==> config.mk <==
export PLATFORM = sky130hd
export DESIGN_NAME = dht11_sensor_rx_flat
export DESIGN_NICKNAME = d
export VERILOG_FILES = /design/src/rtl/dht11_sensor_rx_if.sv /design/src/rtl/dht11_sensor_rx.sv /design/src/flat_wrapper.sv
export SDC_FILE = /design/constraint.sdc
export NUM_CORES = 1
export LEC_CHECK = 0
export CAP_MARGIN = 0
export CORE_MARGIN = 3
export CORE_UTILIZATION = 39
export CTS_CLUSTER_DIAMETER = 150
export DETAILED_ROUTE_END_ITERATION = 10
export HOLD_SLACK_MARGIN = 0.1
export SLEW_MARGIN = 25
export SYNTH_ARGS = -nofsm -noshare
export SYNTH_HDL_FRONTEND = slang
export SYNTH_SLANG_ARGS = --single-unit
==> constraint.sdc <==
create_clock -name sys_clk -period 2.7 [get_ports sys_clk]
set_clock_uncertainty 0.1 [all_clocks]
set_input_delay 0.27 -clock sys_clk [delete_from_list [all_inputs] [get_ports sys_clk]]
set_output_delay 0.27 -clock sys_clk [all_outputs]
set_load 0.05 [all_outputs]
==> src/rtl/dht11_sensor_rx_if.sv <==
`default_nettype none
// ============================================================================
//  Module      : dht11_sensor_rx_if
//  Description : Sensor-line and result bundle for the DHT11 poller.
//                slave  = the receiver block (samples the line, drives results)
//                master = the owning top (drives the sampled pad, reads results)
//  Revision    : 1.0  initial release
// ============================================================================
interface dht11_sensor_rx_if;
    logic       dht_in;
    logic       dht_out_en;
    logic [7:0] humidity;
    logic [7:0] temperature;
    logic       data_valid;
    logic       frame_err;
    logic       busy;

    modport slave (
        input  dht_in,
        output dht_out_en,
        output humidity,
        output temperature,
        output data_valid,
        output frame_err,
        output busy
    );

    modport master (
        output dht_in,
        input  dht_out_en,
        input  humidity,
        input  temperature,
        input  data_valid,
        input  frame_err,
        input  busy
    );
endinterface
`default_nettype wire

==> src/rtl/dht11_sensor_rx.sv <==
`default_nettype none
// ============================================================================
//  Module      : dht11_sensor_rx
//  Description : Periodic DHT11 single-wire poller. Issues the host start
//                pulse, times the sensor response, decodes the 40-bit frame
//                and publishes the integer humidity / temperature bytes.
//                Optional macro DHT11_CHECKSUM_EN: when defined, a frame whose
//                checksum byte disagrees with the 8-bit sum of the data bytes
//                is rejected; when undefined every complete frame is accepted.
//  Revision    : 1.0  initial release
// ============================================================================
module dht11_sensor_rx #(
    parameter int CLK_FREQ      = 12000000,
    parameter int POLL_MS       = 2000,
    parameter int START_MS      = 20,
    parameter int TIMEOUT_US    = 200,
    parameter int BIT_THRESH_US = 40
) (
    input  wire logic        sys_clk,
    input  wire logic        sys_rst,
    dht11_sensor_rx_if.slave bus
);

    // ------------------------------------------------------------------------
    // Derived constants
    // ------------------------------------------------------------------------
    localparam int c_us_div = (CLK_FREQ / 1000000 > 0) ? (CLK_FREQ / 1000000) : 1;
    localparam int c_div_w  = (c_us_div > 1) ? $clog2(c_us_div) : 1;
    localparam int c_ph_w   = $clog2(TIMEOUT_US + 1);
    localparam int c_ms_max = (POLL_MS > START_MS) ? POLL_MS : START_MS;
    localparam int c_ms_w   = $clog2(c_ms_max + 1);

    localparam logic [c_div_w-1:0] c_div_last   = c_div_w'(c_us_div - 1);
    localparam logic [c_ph_w-1:0]  c_timeout    = c_ph_w'(TIMEOUT_US);
    localparam logic [c_ph_w-1:0]  c_thresh     = c_ph_w'(BIT_THRESH_US);
    localparam logic [c_ms_w-1:0]  c_poll_last  = c_ms_w'(POLL_MS - 1);
    localparam logic [c_ms_w-1:0]  c_start_last = c_ms_w'(START_MS - 1);
    localparam logic [9:0]         c_us_last    = 10'd999;
    localparam logic [5:0]         c_last_bit   = 6'd39;

    typedef enum logic [2:0] {
        S_IDLE    = 3'd0,
        S_START   = 3'd1,
        S_RELEASE = 3'd2,
        S_RESP_LO = 3'd3,
        S_RESP_HI = 3'd4,
        S_BIT_LO  = 3'd5,
        S_BIT_HI  = 3'd6,
        S_CHECK   = 3'd7
    } state_t;

    state_t              r_state;
    logic                r_sync1, r_sync2, r_sync3;
    logic [c_div_w-1:0]  r_div;
    logic [c_ph_w-1:0]   r_phase_us;
    logic [9:0]          r_ms_us;
    logic [c_ms_w-1:0]   r_ms_cnt;
    logic [39:0]         r_frame;
    logic [5:0]          r_bit_idx;
    logic                r_out_en;
    logic                r_busy;
    logic [7:0]          r_hum;
    logic [7:0]          r_tmp;
    logic                r_dv;
    logic                r_err;

    logic w_rise, w_fall;
    logic w_us_tick, w_ms_tick;
    logic w_timeout;
    logic w_adv, w_abort, w_leave;
    logic w_bit;
    logic w_good;

    // Two-flop synchronizer plus one history flop for edge detection; the
    // line idles high through its pull-up, so that is the reset value.
    always_ff @(posedge sys_clk) begin
        if (sys_rst) begin
            r_sync1 <= 1'b1;
            r_sync2 <= 1'b1;
            r_sync3 <= 1'b1;
        end else begin
            r_sync1 <= bus.dht_in;
            r_sync2 <= r_sync1;
            r_sync3 <= r_sync2;
        end
    end

    assign w_rise = r_sync2 & ~r_sync3;
    assign w_fall = ~r_sync2 & r_sync3;

    // Free-running microsecond prescaler.
    always_ff @(posedge sys_clk) begin
        if (sys_rst || w_us_tick) begin
            r_div <= '0;
        end else begin
            r_div <= r_div + 1'b1;
        end
    end

    assign w_us_tick = (r_div == c_div_last);
    assign w_ms_tick = w_us_tick && (r_ms_us == c_us_last);
    assign w_timeout = (r_phase_us == c_timeout);

    // A data bit is '1' only when its high time is strictly longer than the
    // threshold; the phase count lags the true width by one microsecond.
    assign w_bit = (r_phase_us >= c_thresh);

`ifdef DHT11_CHECKSUM_EN
    logic [7:0] w_sum;
    assign w_sum  = r_frame[39:32] + r_frame[31:24] + r_frame[23:16] + r_frame[15:8];
    assign w_good = (w_sum == r_frame[7:0]);
`else
    assign w_good = 1'b1;
`endif

    // Exit condition of the current state: expected event (w_adv) or a wait
    // that ran out of time (w_abort). Every exit is a real state change.
    always_comb begin
        w_adv   = 1'b0;
        w_abort = 1'b0;
        case (r_state)
            S_IDLE:  w_adv = w_ms_tick && (r_ms_cnt == c_poll_last);
            S_START: w_adv = w_ms_tick && (r_ms_cnt == c_start_last);
            S_RELEASE, S_RESP_HI, S_BIT_HI: begin
                w_adv   = w_fall;
                w_abort = !w_fall && w_timeout;
            end
            S_RESP_LO, S_BIT_LO: begin
                w_adv   = w_rise;
                w_abort = !w_rise && w_timeout;
            end
            S_CHECK: w_adv = 1'b1;
            default: w_adv = 1'b0;
        endcase
    end

    assign w_leave = w_adv | w_abort;

    // Phase timers: cleared on every state change, advanced by the us tick.
    // The microsecond phase count saturates at the timeout value.
    always_ff @(posedge sys_clk) begin
        if (sys_rst || w_leave) begin
            r_phase_us <= '0;
            r_ms_us    <= '0;
            r_ms_cnt   <= '0;
        end else if (w_us_tick) begin
            if (r_phase_us != c_timeout) begin
                r_phase_us <= r_phase_us + 1'b1;
            end
            if (r_ms_us == c_us_last) begin
                r_ms_us  <= '0;
                r_ms_cnt <= r_ms_cnt + 1'b1;
            end else begin
                r_ms_us  <= r_ms_us + 1'b1;
            end
        end
    end

    // Protocol sequencer with registered outputs.
    always_ff @(posedge sys_clk) begin
        if (sys_rst) begin
            r_state   <= S_IDLE;
            r_out_en  <= 1'b0;
            r_busy    <= 1'b0;
            r_hum     <= 8'h00;
            r_tmp     <= 8'h00;
            r_dv      <= 1'b0;
            r_err     <= 1'b0;
            r_frame   <= '0;
            r_bit_idx <= '0;
        end else begin
            r_dv <= 1'b0;
            if (w_abort) begin
                // Timed-out wait: keep last good values, flag the frame.
                r_state <= S_IDLE;
                r_busy  <= 1'b0;
                r_err   <= 1'b1;
            end else if (w_adv) begin
                case (r_state)
                    S_IDLE: begin
                        r_state  <= S_START;
                        r_out_en <= 1'b1;
                        r_busy   <= 1'b1;
                    end
                    S_START: begin
                        r_state  <= S_RELEASE;
                        r_out_en <= 1'b0;
                    end
                    S_RELEASE: r_state <= S_RESP_LO;
                    S_RESP_LO: r_state <= S_RESP_HI;
                    S_RESP_HI: begin
                        r_state   <= S_BIT_LO;
                        r_bit_idx <= '0;
                    end
                    S_BIT_LO: r_state <= S_BIT_HI;
                    S_BIT_HI: begin
                        r_frame <= {r_frame[38:0], w_bit};
                        if (r_bit_idx == c_last_bit) begin
                            r_state <= S_CHECK;
                        end else begin
                            r_bit_idx <= r_bit_idx + 1'b1;
                            r_state   <= S_BIT_LO;
                        end
                    end
                    S_CHECK: begin
                        r_state <= S_IDLE;
                        r_busy  <= 1'b0;
                        if (w_good) begin
                            r_hum <= r_frame[39:32];
                            r_tmp <= r_frame[23:16];
                            r_dv  <= 1'b1;
                            r_err <= 1'b0;
                        end else begin
                            r_err <= 1'b1;
                        end
                    end
                    default: r_state <= S_IDLE;
                endcase
            end
        end
    end

    assign bus.dht_out_en  = r_out_en;
    assign bus.humidity    = r_hum;
    assign bus.temperature = r_tmp;
    assign bus.data_valid  = r_dv;
    assign bus.frame_err   = r_err;
    assign bus.busy        = r_busy;

endmodule
`default_nettype wire
==> src/flat_wrapper.sv <==
// flat-port wrapper written by rule: the top's interface ports become plain ports
module dht11_sensor_rx_flat 
#(
    parameter int CLK_FREQ      = 12000000,
    parameter int POLL_MS       = 2000,
    parameter int START_MS      = 20,
    parameter int TIMEOUT_US    = 200,
    parameter int BIT_THRESH_US = 40
)
  (sys_clk, sys_rst, bus_dht_in, bus_dht_out_en, bus_humidity, bus_temperature, bus_data_valid, bus_frame_err, bus_busy);
  dht11_sensor_rx_if bus_i ();
  input  wire logic sys_clk;
  input  wire logic sys_rst;
  input wire logic [$bits(bus_i.dht_in)-1:0] bus_dht_in;
  output wire logic [$bits(bus_i.dht_out_en)-1:0] bus_dht_out_en;
  output wire logic [$bits(bus_i.humidity)-1:0] bus_humidity;
  output wire logic [$bits(bus_i.temperature)-1:0] bus_temperature;
  output wire logic [$bits(bus_i.data_valid)-1:0] bus_data_valid;
  output wire logic [$bits(bus_i.frame_err)-1:0] bus_frame_err;
  output wire logic [$bits(bus_i.busy)-1:0] bus_busy;
  assign bus_i.dht_in = bus_dht_in;
  assign bus_dht_out_en = bus_i.dht_out_en;
  assign bus_humidity = bus_i.humidity;
  assign bus_temperature = bus_i.temperature;
  assign bus_data_valid = bus_i.data_valid;
  assign bus_frame_err = bus_i.frame_err;
  assign bus_busy = bus_i.busy;
  dht11_sensor_rx #(.CLK_FREQ(CLK_FREQ), .POLL_MS(POLL_MS), .START_MS(START_MS), .TIMEOUT_US(TIMEOUT_US), .BIT_THRESH_US(BIT_THRESH_US)) u_core (.sys_clk(sys_clk), .sys_rst(sys_rst), .bus(bus_i));
endmodule
[Word-level counts from Yosys, hierarchy flattened]
Cells that the tools add are included.
Word-level totals
  register bits after elaboration: 105
  input bits: 3
  ROM bits: 0
  bits in writable memories: 0
  output and inout port bits: 20
  memories kept: 0
  logic and storage cells: 84
  latch bits: 0
Operators by class
  $lt $le $gt $ge: 1
  bitwise gates (word level): 7
  mux-type cells: 13
  $mul: 0
  reductions and logical operators: 27
  shifts and indexed selects: 0
  div/mod/pow operators: 0
  $add $sub $neg: 5
  eq/ne operators: 15
Operator list (number)
  case mux 3 bit (8 select lines): 1
  == test 3 bit (second input constant): 4
  case mux 6 bit (2 select lines): 1
  adder 11 x 1 -> 11 bit (second input constant): 1
  == test 11 bit (second input constant): 1
  == test 11 x 5 -> 1 bit (second input constant): 1
  adder 10 x 1 -> 10 bit (second input constant): 1
  == test 10 bit (second input constant): 1
  two-way mux 10 bit: 1
  nonzero test 2 bit: 5
  AND reduction 3 bit: 3
  adder 8 x 1 -> 8 bit (second input constant): 1
  == test 8 bit (second input constant): 1
  >= comparator 8 x 6 -> 1 bit (second input constant): 1
  inequality test 8 bit (second input constant): 1
  AND reduction 2 bit: 4
  adder 6 x 1 -> 6 bit (second input constant): 1
  == test 3 x 2 -> 1 bit (second input constant): 2
  == test 6 bit (second input constant): 1
  two-way mux 6 bit: 1
  case mux 1 bit (2 select lines): 3
  OR reduction 3 bit: 2
  logical AND 1 bit: 5
  case mux 1 bit (5 select lines): 1
  other kinds (14): 24

[Logic depth before layout (Yosys ltp)]
Gate-level depths: netlist (run 1).
  word-level depth: 7
  mapped depth: 9
  gate-level depth less buffers: 8

[Worst setup path after synthesis (run 1)]
No wires, ideal clock.
  kind: register to register
  start point: reg u_core.r_ms_us[0]
  end point: reg u_core.r_state[2]
  arrival: 2257 ps
  stages on the path, launching flop included: 9
  slack: 274 ps
  buffers on the path: 1
  period minus slack after synthesis: 2426 ps
  cells stage by stage: dfxtp_1 ha_1 nand4bb_4 nor4_4 o2111ai_4 and2_1 buf_2 or3_1 a21oi_1
On the way
  word-level cells in the longest chain between the ends: 4
RTL lines
  start: declaration: RTL line dht11_sensor_rx.sv:56  | logic [9:0] r_ms_us;
  start signal: assignment: RTL line dht11_sensor_rx.sv:154  | r_ms_us <= r_ms_us + 1'b1;
  == test 10 bit *: RTL line dht11_sensor_rx.sv:101  | assign w_ms_tick = w_us_tick && (r_ms_us == c_us_last);
  logical AND 1 bit *: RTL line dht11_sensor_rx.sv:101
  logical AND 1 bit (on tied branches): RTL line dht11_sensor_rx.sv:123, dht11_sensor_rx.sv:122
  case mux 1 bit (5 select lines) *: RTL line dht11_sensor_rx.sv:121  | case (r_state)
  end signal: assignment: RTL line dht11_sensor_rx.sv:162  | r_state <= S_IDLE;
  end signal: assignment: RTL line dht11_sensor_rx.sv:175  | r_state <= S_IDLE;
  end signal: assignment: RTL line dht11_sensor_rx.sv:181  | r_state <= S_START;
  end: declaration: RTL line dht11_sensor_rx.sv:52  | state_t r_state;
Every way passes the cells marked *; elsewhere a longest branch is shown, timed or not.
A chain may end at the register's enable or synchronous reset.

[Final worst setup path (run 1)]
  start point: reg u_core.r_ms_us[0]
  end point: reg u_core.r_bit_idx[3]
On the way
  word-level cells in the longest chain between the ends: 5
RTL lines
  == test 10 bit *: RTL line dht11_sensor_rx.sv:101
  logical AND 1 bit *: RTL line dht11_sensor_rx.sv:101
  logical AND 1 bit (on tied branches): RTL line dht11_sensor_rx.sv:123, dht11_sensor_rx.sv:122
  case mux 1 bit (5 select lines) *: RTL line dht11_sensor_rx.sv:121
  AND reduction 4 bit (no line) *
  end signal: assignment: RTL line dht11_sensor_rx.sv:201  | r_bit_idx <= r_bit_idx + 1'b1;
  end: declaration: RTL line dht11_sensor_rx.sv:59  | logic [5:0] r_bit_idx;
Marks and branches as above.

==> results of run 1 <==
==> what timing repair did <==
action | in CTS | in global routing
endpoints found under the setup margin | 0 | 0
buffers inserted | 0 | 0
hold buffers | 1 | 0
hold endpoints to repair | 1 | 0
==> flip-flops by register name, indices dropped and copies added, names as in the netlist, 4 cells and up <==
name	flops
u_core.r_bit_idx	6
u_core.r_ms_cnt	11
u_core.bus.humidity	8
u_core.bus.temperature	8
u_core.r_frame	40
u_core.r_div	4
u_core.r_ms_us	10
u_core.r_phase_us	8
==> layer usage <==
metal | routed length [µm] | up-vias | global-route usage (%)
met3 | 239 | 9 | 3.35
met1 | 3970 | 1501 | 17.8
met2 | 3460 | 43 | 22.8
met4 | 126 | 0 | 5.88
met5 | 0 | - | 0
li1 | - | 1682 | -
==> power by group <==
part           total, mW  internal (mW)  switching, mW
Clock              0.934          0.374          0.560
Combinational     0.0485         0.0146         0.0339
Sequential          1.56           1.55        0.00414
==> layout make-up <==
cell class | instances | area [µm²] | share of cell area (%)
timing repair buffer | 32 | 318 | 6.64
clock inverter | 6 | 50.0 | 1.05
clock buffer | 10 | 138 | 2.88
inverter | 10 | 37.5 | 0.785
multi-input combinational | 343 | 1970 | 41.2
sequential | 105 | 2100 | 43.9
tap | 136 | 170 | 3.56
==> cell families after synthesis <==
group | share of synthesized area (%)
and+or+nand+nor | 24.4
DFF | 49.9
AOI/OAI and AO/OA | 14.6
buffers and inverters | 3.36
xor gates and xnor gates | 5.20
adders and majority gates | 1.78
muxes | 0.713
==> metrics by stage <==
step	hold slack (ns)	cells	utilization [%]	total power [mW]	instance area, µm²
after floorplan	0.274	481	-	1.63	4210
after global placement	0.295	625	44.0	1.64	4590
after detailed placement	0.296	625	44.0	1.64	4590
after CTS	0.320	642	45.9	2.57	4780
after global routing	0.350	642	45.9	2.65	4780
final	0.317	642	45.9	2.54	4780
==> synthesized netlist by cell type (2+ instances only) <==
cell        n
a211o_1     2
a21o_1      3
a21oi_1    53
a22o_1     16
and2_1      3
and3_1      8
buf_2       8
clkbuf_1   14
dfxtp_1   105
ha_1        6
inv_1      10
mux2i_1     3
nand2_1   102
nand2b_1    2
nand3_1     6
nand3b_1    2
nand4_1    14
nand4b_1    2
nor2_1     45
nor2b_1     3
nor3_1      8
nor3b_1     3
nor4_1      4
o21a_1      2
o21ai_0     6
or2_2       2
or3_1       5
xnor2_1    10
xor2_1     15
==> final timing paths <==
path                                                     start                                to  slack, ns
worst min-delay path                 u_core.r_sync1$_SDFF_PP1_         u_core.r_sync2$_SDFF_PP1_       0.32
worst max register to register  u_core.r_ms_us[0]$_SDFFE_PP0P_  u_core.r_bit_idx[3]$_SDFFE_PP0P_       0.22
worst min register to register       u_core.r_sync1$_SDFF_PP1_         u_core.r_sync2$_SDFF_PP1_       0.32
worst max-delay path            u_core.r_ms_us[0]$_SDFFE_PP0P_  u_core.r_bit_idx[3]$_SDFFE_PP0P_       0.22
==> worst max-delay path: stages, from the launching register on <==
cell	delay, ns
dfxtp_1	0.40
ha_1	0.30
nand4bb_4	0.15
nor4_4	0.25
buf_4	0.20
o2111ai_4	0.20
a211oi_2	0.35
nor2_1	0.11
a211o_1	0.32
==> results by group, run 1 <==
Timing
  – Worst slew pin tran: around 0.54 ns
  – TNS Setup: 0 ns
  – Rel. slew slack: between 60% and 70%
  – Endpoints failing setup: 0
  – Fin worst setup slack: between 0.2 and 0.25 ns
  – RSZ-0062 raised after global routing: false
  – Tcrit/Tclk final: 91.7%
  – Final Hold Vio Count: 0
  – Final slew viol count: 0
  – Tmin final: approximately 2.5 ns
  – Max frequency: 404 MHz

Global route
  – Tot GR Track Use: 14.1%
  – First-pass GRT wire length: 13.6 mm
  – Vias in the first global route: 3062
  – Largest net degree at the start of global routing: 54
  – Total grt overflow: 0
  – Antenna violations before repair: 0

Clocking
  – CTS buffer count: 9
  – Skew-Pair Late Insertion Delay: 0.37 ns
  – Clock sink total: roughly 110
  – Worst-case clock buffer depth: 2
  – CTS Root Cell: clkbuf_8
  – CTS tree: done
  – Htree depth: 3
  – Post-CTS sizing: 0
  – Clock transition at path regs: 0.10 ns

Critical path
  – Worst Path Class, Setup: reg2reg
  – Startpoint Class: flop
  – R2R depth: 8
  – Crit end category: flop
  – Crit path arrival time: 2.65 ns
  – CP max FO: 8
  – Required time of the critical path: roughly 2.9 ns

Final layout
  – Share of layout cells above drive strength 1: slightly below 7%
  – # nets final: 510
  – Fillers: 1030
  – Most common cell after layout, fill and taps aside: dfxtp_1
  – Most frequent cells in the layout: 105 x dfxtp_1, 102 x nand2_1, 53 x a21oi_1, 45 x nor2_1, 21 x clkdlybuf4s50_1
  – # diodes: 0
  – Layout area overhead: 13.6%

Synth
  – Mapped Nets: 490
  – Ys async rst share: 0%
  – Cell Area, Synth: 4210 µm²
  – Number of flops mapped to enable cells by yosys: 0
  – Ys flop type: dfxtp_1
  – Post-synth top area share: about half
  – Part of the Yosys area used for sequential elements: 49.9%
  – Mapped Cells: a little under 500
  – Syn_area_per_cell: 8.76 µm²
  – Post-synthesis cell type count: 48
  – Biggest area consumer among synthesized cells: dfxtp_1
  – Main area contributors after synthesis: dfxtp_1 50%, nand2_1 9.1%, a21oi_1 6.3%, nor2_1 4.0%, a22o_1 3.3%
  – Ys Warns: 0
  – Post-synthesis register bit count: 105

Die
  – Chip width: 110 µm
  – Core area: about 10000 µm²
  – Rows: 37
  – I/O pins: 23
  – Initial Util: 40.4%
  – Chip Height: 110 µm
  – Area of the die: 12100 µm²

Routing
  – WL per Instance: ~12 µm
  – Final ANT Viol Nets: 0
  – First-pass DRT Iterations: 4
  – Iter 0 DRT Violations: 162
  – DRC errors left: 0
  – Vias: 3235
  – Vias/cell: between 5 and 6
  – WL final: 7.80 mm

Placement
  – Port Buffers: 22
  – Routability cong.: 0.790
  – DP Worst Slack: 0.219 ns
  – Post-detail-place hpwl: between 5 and 6 mm

Job
  – Max-Cap Viols: 0

Worst hold path
  – Hold Crit Class: reg2reg
  – Depth of the worst hold-timing path: 1

Pwr
  – P_leak: 1.68 nW
  – Pwr dens: 531 nW/µm²
  – Peak supply drop: between 0.0002 and 0.0003 V

Outcome
  – Status: finished clean
Power figures use the tool's default switching activity.
==> inputs of run 2 (changes only) <==
- CORE_UTILIZATION: 39 -> 59
- CTS_CLUSTER_DIAMETER: 150 -> not set
- PLACE_DENSITY: not set -> 0.79
- RECOVER_POWER: not set -> 25
==> run 2 against run 1 <==
Net effect:
- via count increased by 1.7%
- die area decreased by 32%
- critical path depth decreased by 1
- sequential share of layout area increased by 0.21 points
- final area decreased by 0.47%
- wire length increased by 0.17%
- fmax increased by 2.0%
- first-iteration DRC count increased by 3.1%
- critical path type unchanged
- critical endpoint is now u_core.r_bit_idx[2]$_SDFFE_PP0P_
==> results by group, run 2 (synthesized netlist as in run 1, its figures left out) <==
Outcome
  – Status: finished clean

Routing
  – WL per Instance: 13.0 µm (+6.6%)
  – DRC errors left: 0 (unchanged)
  – Final ANT Viol Nets: 0 (unchanged)
  – Vias/cell: 5.45 (+8.2%)
  – First-pass DRT Iterations: 5 (+1)
  – Iter 0 DRT Violations: 167 (+3.1%)
  – Vias: 3289 (+1.7%)
  – WL final: 7.81 mm (+0.17%)

Clocking
  – Skew-Pair Late Insertion Delay: 0.37 ns (about the same)
  – Post-CTS sizing: 0 (unchanged)
  – CTS buffer count: 9 (unchanged)
  – Hold Buf Count CTS: 0 (-1)
  – CTS Root Cell: clkbuf_8
  – Clock sink total: 105 (unchanged)
  – Clock transition at path regs: 0.09 ns (about the same)
  – Number of setup buffers added after CTS: 0 (unchanged)
  – CTS tree: done
  – Worst-case clock buffer depth: 2 (unchanged)
  – Htree depth: 3 (unchanged)

Timing
  – Hold Slack: 0.120 ns (-0.197 ns)
  – Tmin final: 2.43 ns (-0.0483 ns)
  – Endpoints failing setup: 0 (unchanged)
  – Worst slew pin tran: 0.800 ns (+0.256 ns)
  – TNS Setup: 0 ns (unchanged)
  – Fin worst setup slack: 0.272 ns (+0.0483 ns)
  – RSZ-0062 raised after global routing: false
  – Final slew viol count: 0 (unchanged)
  – Max frequency: 412 MHz (+2.0%)
  – Final Hold Vio Count: 0 (unchanged)
  – Tcrit/Tclk final: 89.9% (-1.8 points)
  – Rel. slew slack: 46.7% (-17 points)

Critical path
  – CP max FO: 13 (+5)
  – Worst Path Class, Setup: reg2reg
  – CP Cell Sequence: ha_1, nand4bb_4, nor4_4, o2111ai_4, a21o_1, nor4_1, a211o_1
  – Startpoint Class: flop
  – Required time of the critical path: 2.92 ns (+0.05 ns)
  – CP max stage delay: 0.40 ns (about the same)
  – Crit path arrival time: 2.65 ns (about the same)
  – Crit end category: flop
  – Slowest cell on the critical path: dfxtp_1

Final layout
  – Max FFs per register: 40 (unchanged)
  – Share of layout cells above drive strength 1: 6.71% (-0.21 points)
  – Most common cell after layout, fill and taps aside: dfxtp_1
  – # nets final: 511 (+0.20%)
  – Reg with most FFs: u_core.r_frame
  – # diodes: 0 (unchanged)
  – Final Util: 69.3% (+23 points)
  – Top flop regs: u_core.r_frame (40), u_core.r_ms_cnt (11), u_core.r_ms_us (10)
  – Most frequent cells in the layout: 105 x dfxtp_1, 102 x nand2_1, 53 x a21oi_1, 45 x nor2_1, 16 x a22o_1
  – Layout area overhead: 13.0%

Global route
  – Tot GR Track Use: 20.1% (+6.0 points)
  – Met3 Use GR: 5.50% (+2.2 points)
  – Grt peak-use layer: met2
  – Met2 usage: 32.1% (+9.2 points)
  – Vias in the first global route: 3055 (-0.23%)
  – Largest net degree at the start of global routing: 42 (-22%)
  – Met1 usage: 26.0% (+8.2 points)
  – Antenna violations before repair: 0 (unchanged)
  – Total grt overflow: 0 (unchanged)
  – First-pass GRT wire length: 13.7 mm (+0.72%)

Pwr
  – Pwr dens: 556 nW/µm² (+4.7%)
  – P_sw: 0.554 mW (-7.3%)
  – Combinational fraction of design power: 1.8% (about the same)
  – Sw frac: 20.9% (-2.6 points)
  – Cell internal pwr: 2.09 mW (+7.8%)
  – Design Power: 2.65 mW (+4.2%)
  – P_leak: 1.72 nW (+2.0%)
  – Peak supply drop: 0.000379 V (+28%)
  – Reg power frac: 58.8% (-2.5 points)
  – Clock share of power: 39.4% (+2.6 points)

Die
  – I/O pins: 23 (unchanged)
  – Chip Height: 90.5 µm (-18%)
  – Rows: 30 (-19%)
  – Initial Util: 61.3% (+21 points)
  – Area of the die: 8190 µm² (-32%)
  – Core area: 6870 µm² (-34%)
  – Chip width: 90.5 µm (-18%)

Job
  – Max-Cap Viols: 0 (unchanged)

Worst hold path
  – Hold Crit Class: in2reg

Placement
  – Routability cong.: 0.843 (+6.8%)
  – Post-detail-place hpwl: 5.22 mm (+0.48%)
  – DP Worst Slack: 0.303 ns (+0.0841 ns)
  – Port Buffers: 22 (unchanged)
run 2: changes by cell type in the layout (fill, tap and decap cells not counted), sizes merged:
cell	delta
inv	-2
dlygate4sd3	+7
bufinv	+2
clkbuf	+2
clkdlybuf4s50	-8
run 2: critical path, delay by kind of cell, from the launching register on:
kind                       cells  cell delay (ns)
DFF                            1             0.40
and+or+nand+nor                3             0.79
AOI/OAI and AO/OA              3             0.80
adders and majority gates      1             0.30
run 2: final cells by class:
type / instances / area, µm²
fill: 561 / 2110
sequential: 105 / 2100
multi-input combinational: 343 / 1970
timing repair buffer: 33 / 315
clock buffer: 10 / 128
tap: 96 / 120
clock inverter: 6 / 90.1
inverter: 10 / 37.5
run 2: final timing paths:
path                                                startpoint                                to  slack, ns  depth (start not counted)
worst min register to register       u_core.r_sync1$_SDFF_PP1_         u_core.r_sync2$_SDFF_PP1_       0.32                          1
worst max register to register  u_core.r_ms_us[0]$_SDFFE_PP0P_  u_core.r_bit_idx[2]$_SDFFE_PP0P_       0.27                          7
worst min-delay path                                   sys_rst         u_core.r_sync3$_SDFF_PP1_       0.12                          3
worst max-delay path            u_core.r_ms_us[0]$_SDFFE_PP0P_  u_core.r_bit_idx[2]$_SDFFE_PP0P_       0.27                          7
run 2: layer usage:
metal / up-vias / share of wire (%)
met1: 1524 / 48
met5: - / 0
met2: 60 / 47
met3: 14 / 3.3
li1: 1691 / -
met4: 0 / 1.9
run 2: power by group through the flow:
stage | combinational [mW] | clock, mW | sequential [mW]
after global routing | 0.0541 | 1.13 | 1.56
after detailed placement | 0.0498 | 0 | 1.59
final | 0.0487 | 1.04 | 1.56
after global placement | 0.0480 | 0 | 1.59
after CTS | 0.0495 | 1.07 | 1.56
after floorplan | 0.0345 | 0 | 1.59
run 2: metrics by stage:
| stage | area, µm² | std cells |
|---|---|---|
| 2_1_floorplan | 4210 | 481 |
| 3_3_place_gp | 4550 | 587 |
| 3_5_place_dp | 4550 | 587 |
| 4_1_cts | 4770 | 603 |
| 5_1_grt | 4760 | 603 |
| 6_report | 4760 | 603 |
==> patch 1, RTL diff (flow settings as in run 1) <==
Build with the macro `DHT11_CHECKSUM_EN` defined.
--- a/src/rtl/dht11_sensor_rx.sv
+++ b/src/rtl/dht11_sensor_rx.sv
@@ -9,6 +9,8 @@
 //                is rejected; when undefined every complete frame is accepted.
 //  Revision    : 1.0  initial release
 // ============================================================================
+`define DHT11_CHECKSUM_EN
+
 module dht11_sensor_rx #(
     parameter int CLK_FREQ      = 12000000,
     parameter int POLL_MS       = 2000,
Formal check against the unedited RTL: no difference found for any inputs over 10 cycles, from zero or initial values and one cycle with sys_rst high; that may be too few to reach the edited logic, so the function may still have changed.
==> patch 1 against run 1 <==
  * The flow now finishes with violations (negative setup slack)
  * Sequential cell count stayed put
  * Highest routed layer unchanged
  * Hold slack lost 0.16 ns
  * Critical path depth rose by 2
  * Total power up 14%
  * Largest cell class is now multi-input combinational cells
  * Critical endpoint is now u_core.bus.humidity[0]$_SDFFE_PP0P_
  * Synthesized area grew 18%
  * Setup slack got worse by 1.1 ns
  * Final area grew 27%
  * Wire length is 35% higher
  * Sequential share of layout area is 9.2 points lower
  * Sequential power about the same
  * Die area increased by 17%
==> patch 1: results (changes against run 1) <==
Finish
  • Fillers: 1204 (+17%)
  • Post-Layout Cell Count: 812 (+26%)
  • Seq. cell area: 2106 um2 (+0.18%)
  • Share of layout cells above drive strength 1: 15.37% (+8.5 points)
  • Nets@finish: 669 (+31%)

Route
  • Vias post-DR: 4060 (+26%)
  • Initial DRC Count: 275 (+70%)
  • DR pass1 iterations: 5 (+1)
  • Detailed-route wire length: 10500 um (+35%)

GRT
  • Gr usage total: 15.58% (+1.5 points)
  • Vias in the first global route: 3873 (+26%)
  • Pin count of the biggest net entering global routing: 67 (+24%)
  • First-pass GRT wire length: 18150 um (+34%)

Power
  • Int Power: 0.002278 W (+17%)
  • Leakage: 2.237 nW (+33%)
  • Comb pwr: 0.0000538 W (+11%)
  • VDD IR-drop max: 366.4 uV (+23%)
  • P_clk: 0.00128 W (+37%)

Synthesis
  • Compound-Gate Fraction of Synth Area: 13.77% (-0.88 points)
  • Post-Synth XOR/XNOR Area: 7.957% (+2.8 points)
  • Syn nets: 608 (+24%)
  • Syn avg cell area: 8.570 um2 (-2.2%)
  • Post-synth cell types: 52 (+8.3%)
  • Multiplexer area fraction after synthesis: 0.2021% (-0.51 points)
  • Commonest cells post-synth: dfxtp_1 (105), nand2_1 (104), a21oi_1 (71), nor2_1 (49), nand3_1 (28)
  • Synth Area in Adders: 8.942% (+7.2 points)
  • Seq/Total Area, Yosys: 42.43% (-7.5 points)
  • Synth area leaders: dfxtp_1 (42%), nand2_1 (7.9%), a21oi_1 (7.2%)

Placement
  • Dpl ws: -0.9273 ns (-1.147 ns)
  • GP Congestion: 0.9025 (+14%)
  • Inst Count DP: 795 (+27%)
  • Placed Area: 5722 um2 (+25%)
  • DP HPWL: 7580 um (+46%)

Clocking
  • CTS clk-pin slew, worst paths: 0.07 ns (-0.03 ns)
  • CTS root buf: clkbuf_16
  • Worst-Skew Late Latency: 0.34 ns (-0.03 ns)
  • TritonCTS Buffers: 9 (unchanged)

Worst setup path
  • Crit-path slowest cell: fa_1
  • Reg2reg path depth: 10 (+2)
  • Largest stage delay, worst path: 0.55 ns (+0.15 ns)
  • Critical path fanouts, max: 17 (+9)
  • Critical Path Source: u_core.r_frame[10]$_SDFFE_PP0P_
  • CP endpoint: u_core.bus.humidity[0]$_SDFFE_PP0P_
  • Crit path max-delay family: adder cells
  • CP arrival: 3.63 ns (+0.98 ns)

Worst hold path
  • Worst min path class: input port to flop

Run status
  • Failing checks: negative setup slack
  • Outcome: finished, violations left

Timing
  • Worst-Margin Slew: 0.6772 ns (+0.1328 ns)
  • Final worst slack: -0.8312 ns (-1.055 ns)
  • TNS Setup: -14.31 ns (-14.31 ns)
  • Final setup violation count: 18 (+18)
-- patch 1: changes by cell type after synthesis, moves of 5 or more --
cell / change
a21oi_1: +18
a22o_1: -16
buf_2: -8
clkbuf_1: +11
fa_1: +14
ha_1: +7
inv_1: +10
nand3_1: +22
nand4_1: -5
o21ai_0: +13
xnor2_1: +11
xor2_1: +9
-- patch 1: layout make-up --
class / instances / share of cell area [%]
clock buffer: 12 / 4.392
tap: 168 / 3.464
clock inverter: 4 / 0.5567
inverter: 20 / 1.237
timing repair buffer: 77 / 11.03
multi-input combinational: 426 / 44.62
sequential: 105 / 34.70
-- patch 1: how the worst min path moves through the flow --
stage | from | to | slack (ns) | depth (start not counted)
floorplan | bus_dht_in | u_core.r_sync1$_SDFF_PP1_ | 0.27 | 1
global placement | u_core.r_sync1$_SDFF_PP1_ | u_core.r_sync2$_SDFF_PP1_ | 0.29 | 1
detailed placement | u_core.r_sync1$_SDFF_PP1_ | u_core.r_sync2$_SDFF_PP1_ | 0.30 | 1
CTS | sys_rst | u_core.bus.dht_out_en$_SDFFE_PP0P_ | 0.14 | 2
global route | sys_rst | u_core.bus.dht_out_en$_SDFFE_PP0P_ | 0.15 | 2
finish | sys_rst | u_core.bus.dht_out_en$_SDFFE_PP0P_ | 0.15 | 2
-- patch 1: what timing repair did --
| item | 4_1_cts | 5_1_grt |
|---|---|---|
| resized for setup | 6 | 6 |
| pin swaps | 4 | 1 |
| buffers inserted | 0 | 1 |
| setup endpoints to repair | 18 | 18 |
-- patch 1: per-layer routing --
metal,vias up,share of wire [%],track usage [%]
li1,2079,-,-
met1,1902,49,21.78
met2,67,46,24.58
met3,12,3.7,2.632
met4,0,1.3,4.924
met5,-,0,0
==> patch 2, RTL diff (config.mk and constraints of run 1) <==
Made on the original files. Re-encode `state_t` (8 states) as one-hot, 8 bits wide.
--- a/src/rtl/dht11_sensor_rx.sv
+++ b/src/rtl/dht11_sensor_rx.sv
@@ -38,15 +38,15 @@
     localparam logic [9:0]         c_us_last    = 10'd999;
     localparam logic [5:0]         c_last_bit   = 6'd39;
 
-    typedef enum logic [2:0] {
-        S_IDLE    = 3'd0,
-        S_START   = 3'd1,
-        S_RELEASE = 3'd2,
-        S_RESP_LO = 3'd3,
-        S_RESP_HI = 3'd4,
-        S_BIT_LO  = 3'd5,
-        S_BIT_HI  = 3'd6,
-        S_CHECK   = 3'd7
+    typedef enum logic [7:0] {
+        S_IDLE    = 8'b00000001,
+        S_START   = 8'b00000010,
+        S_RELEASE = 8'b00000100,
+        S_RESP_LO = 8'b00001000,
+        S_RESP_HI = 8'b00010000,
+        S_BIT_LO  = 8'b00100000,
+        S_BIT_HI  = 8'b01000000,
+        S_CHECK   = 8'b10000000
     } state_t;
 
     state_t              r_state;
Function: same outputs for any inputs over 10 cycles, from zero or initial values and one cycle with sys_rst high; not proved beyond that.
==> patch 2 against run 1 <==
  * Synthesized area rose by 8.5%
  * Wire length rose by 8.9%
  * Final area rose by 10%
  * Critical path type unchanged
  * Non-clock buffer count rose by 5
  * Cell count rose by 3.1%
  * Total power rose by 16%
  * Core utilization rose by 1.5 points
  * Global-route usage fell by 0.15 points
  * Sequential cell count rose by 5
  * Synthesized cell count rose by 3.3%
  * Largest power group unchanged
  * Count of clock-buffer cells in the layout did not move
  * Setup slack got worse by 0.12 ns
  * Sequential power rose by 4%
==> patch 2: results (changes against run 1) <==
Synthesis
  • Multiplexer area fraction after synthesis: 9.414% (+8.7 points)
  • Syn avg cell area: 9.199 um2 (+5.0%)
  • Synth Area in Adders: 1.642% (-0.14 points)
  • Synth area leaders: dfxtp_1 (48%), mux2i_1 (9.4%), nor2_1 (6.6%)
  • Compound-Gate Fraction of Synth Area: 7.225% (-7.4 points)
  • Post-Synth XOR/XNOR Area: 5.364% (+0.17 points)
  • Post-synth cell types: 54 (+13%)
  • Syn nets: 506 (+3.3%)
  • Seq/Total Area, Yosys: 48.17% (-1.7 points)
  • Synth async-reset ratio: 0% (unchanged)
  • Commonest cells post-synth: dfxtp_1 (110), nor2_1 (80), nand2_1 (60), mux2i_1 (43), a21oi_1 (30)

Worst setup path
  • Critical path launch point type: flop
  • R2R Path Start: u_core.r_state[1]$_SDFFE_PP0P_
  • R2r setup slk: 0.10 ns (-0.12 ns)
  • CP arrival: 2.77 ns (+0.12 ns)
  • Reg2reg path depth: 7 (-1)
  • Critical path fanouts, max: 8 (unchanged)

Power
  • Leakage: 2.156 nW (+28%)
  • Comb pwr: 0.0000470 W (-3%)
  • VDD IR-drop max: 332.1 uV (+12%)
  • Flop pwr share: 55.1% (-6.2 points)
  • Power in sequential cells: 0.00163 W (+4%)
  • Net switching power figure: 0.0006622 W (+11%)

Clocking
  • CTS clk-pin slew, worst paths: 0.08 ns (-0.02 ns)
  • Clock buffer depth: 2 (unchanged)
  • TritonCTS Buffers: 9 (unchanged)
  • Worst-Skew Late Latency: 0.35 ns (-0.02 ns)
  • CTS root buf: clkbuf_16

Worst hold path
  • Sink of the worst hold path: u_core.r_state[7]$_SDFFE_PP0P_
  • Hold Startpoint: sys_rst
  • WHS Path Cells: 4 (+3)
  • Worst min path class: input port to flop

Route
  • Met3 WL post-DR: 302 um (+26%)
  • Initial DRC Count: 177 (+9.3%)
  • Routed length on met2: 3877 um (+12%)
  • Drt via density: 5.113 (+1.5%)
  • Wirelength per Cell: 12.83 um (+5.6%)
  • M1 WL: 4202 um (+5.9%)
  • DR pass1 iterations: 5 (+1)

GRT
  • Pin count of the biggest net entering global routing: 75 (+39%)
  • Grt met3 use: 3.753% (+0.41 points)
  • First-pass GRT wire length: 14860 um (+9.6%)
  • Vias in the first global route: 3233 (+5.6%)
  • Gr usage total: 13.91% (-0.15 points)
  • Routing usage on met1: 18.24% (+0.42 points)
  • Met2 Use GR: 22.01% (-0.82 points)

Floorplanning
  • Die width: 114.3 um (+3.9%)

Timing
  • Hold_ws: 0.2968 ns (-0.02014 ns)
  • Worst slew margin: 48.83% (-15 points)
  • Fmax: 0.3848 GHz (-4.7%)

Run status
  • Outcome: finished, final reports clean

Finish
  • Share of layout cells above drive strength 1: 8.429% (+1.5 points)
  • Post-Layout Cell Count: 662 (+3.1%)
  • Nets@finish: 526 (+3.1%)

Placement
  • GP Congestion: 0.8330 (+5.5%)
  • Dpl ws: 0.05546 ns (-0.1638 ns)
  • Placed Area: 4962 um2 (+8.2%)
  • Inst Count DP: 644 (+3.0%)
  • DP HPWL: 5595 um (+7.8%)
==> patch 2: cell types whose count changed after synthesis, sizes merged, moves of 16 or more <==
cell	run 1	this run
nand2	102	60
a21oi	54	30
mux2i	3	43
a22o	16	0
nor2	45	80
==> patch 2: worst max-delay path, stage by stage, from the launching register on <==
cell and delay [ns]:
dfxtp_1 0.50, nor4b_4 0.36, nand4_2 0.18, a2111oi_4 0.44
buf_4 0.21, o31ai_4 0.06, or4_1 0.53, a21oi_1 0.15
==> patch 2: layout make-up <==
type | count | area [um2]
clock inverters | 6 | 62.56
multi-input cells | 354 | 2241
well taps | 140 | 175.2
fillers | 1095 | 5844
inverters | 5 | 18.77
repair buffers | 37 | 352.8
flip-flops and latches | 110 | 2202
clock buffers | 10 | 229.0
==> patch 2: what timing repair did <==
| action | in CTS | in global routing |
|---|---|---|
| hold buffers | 0 | 0 |
| setup endpoints to repair | 0 | 35 |
| setup buffers | 0 | 2 |
| resized for setup | 0 | 2 |
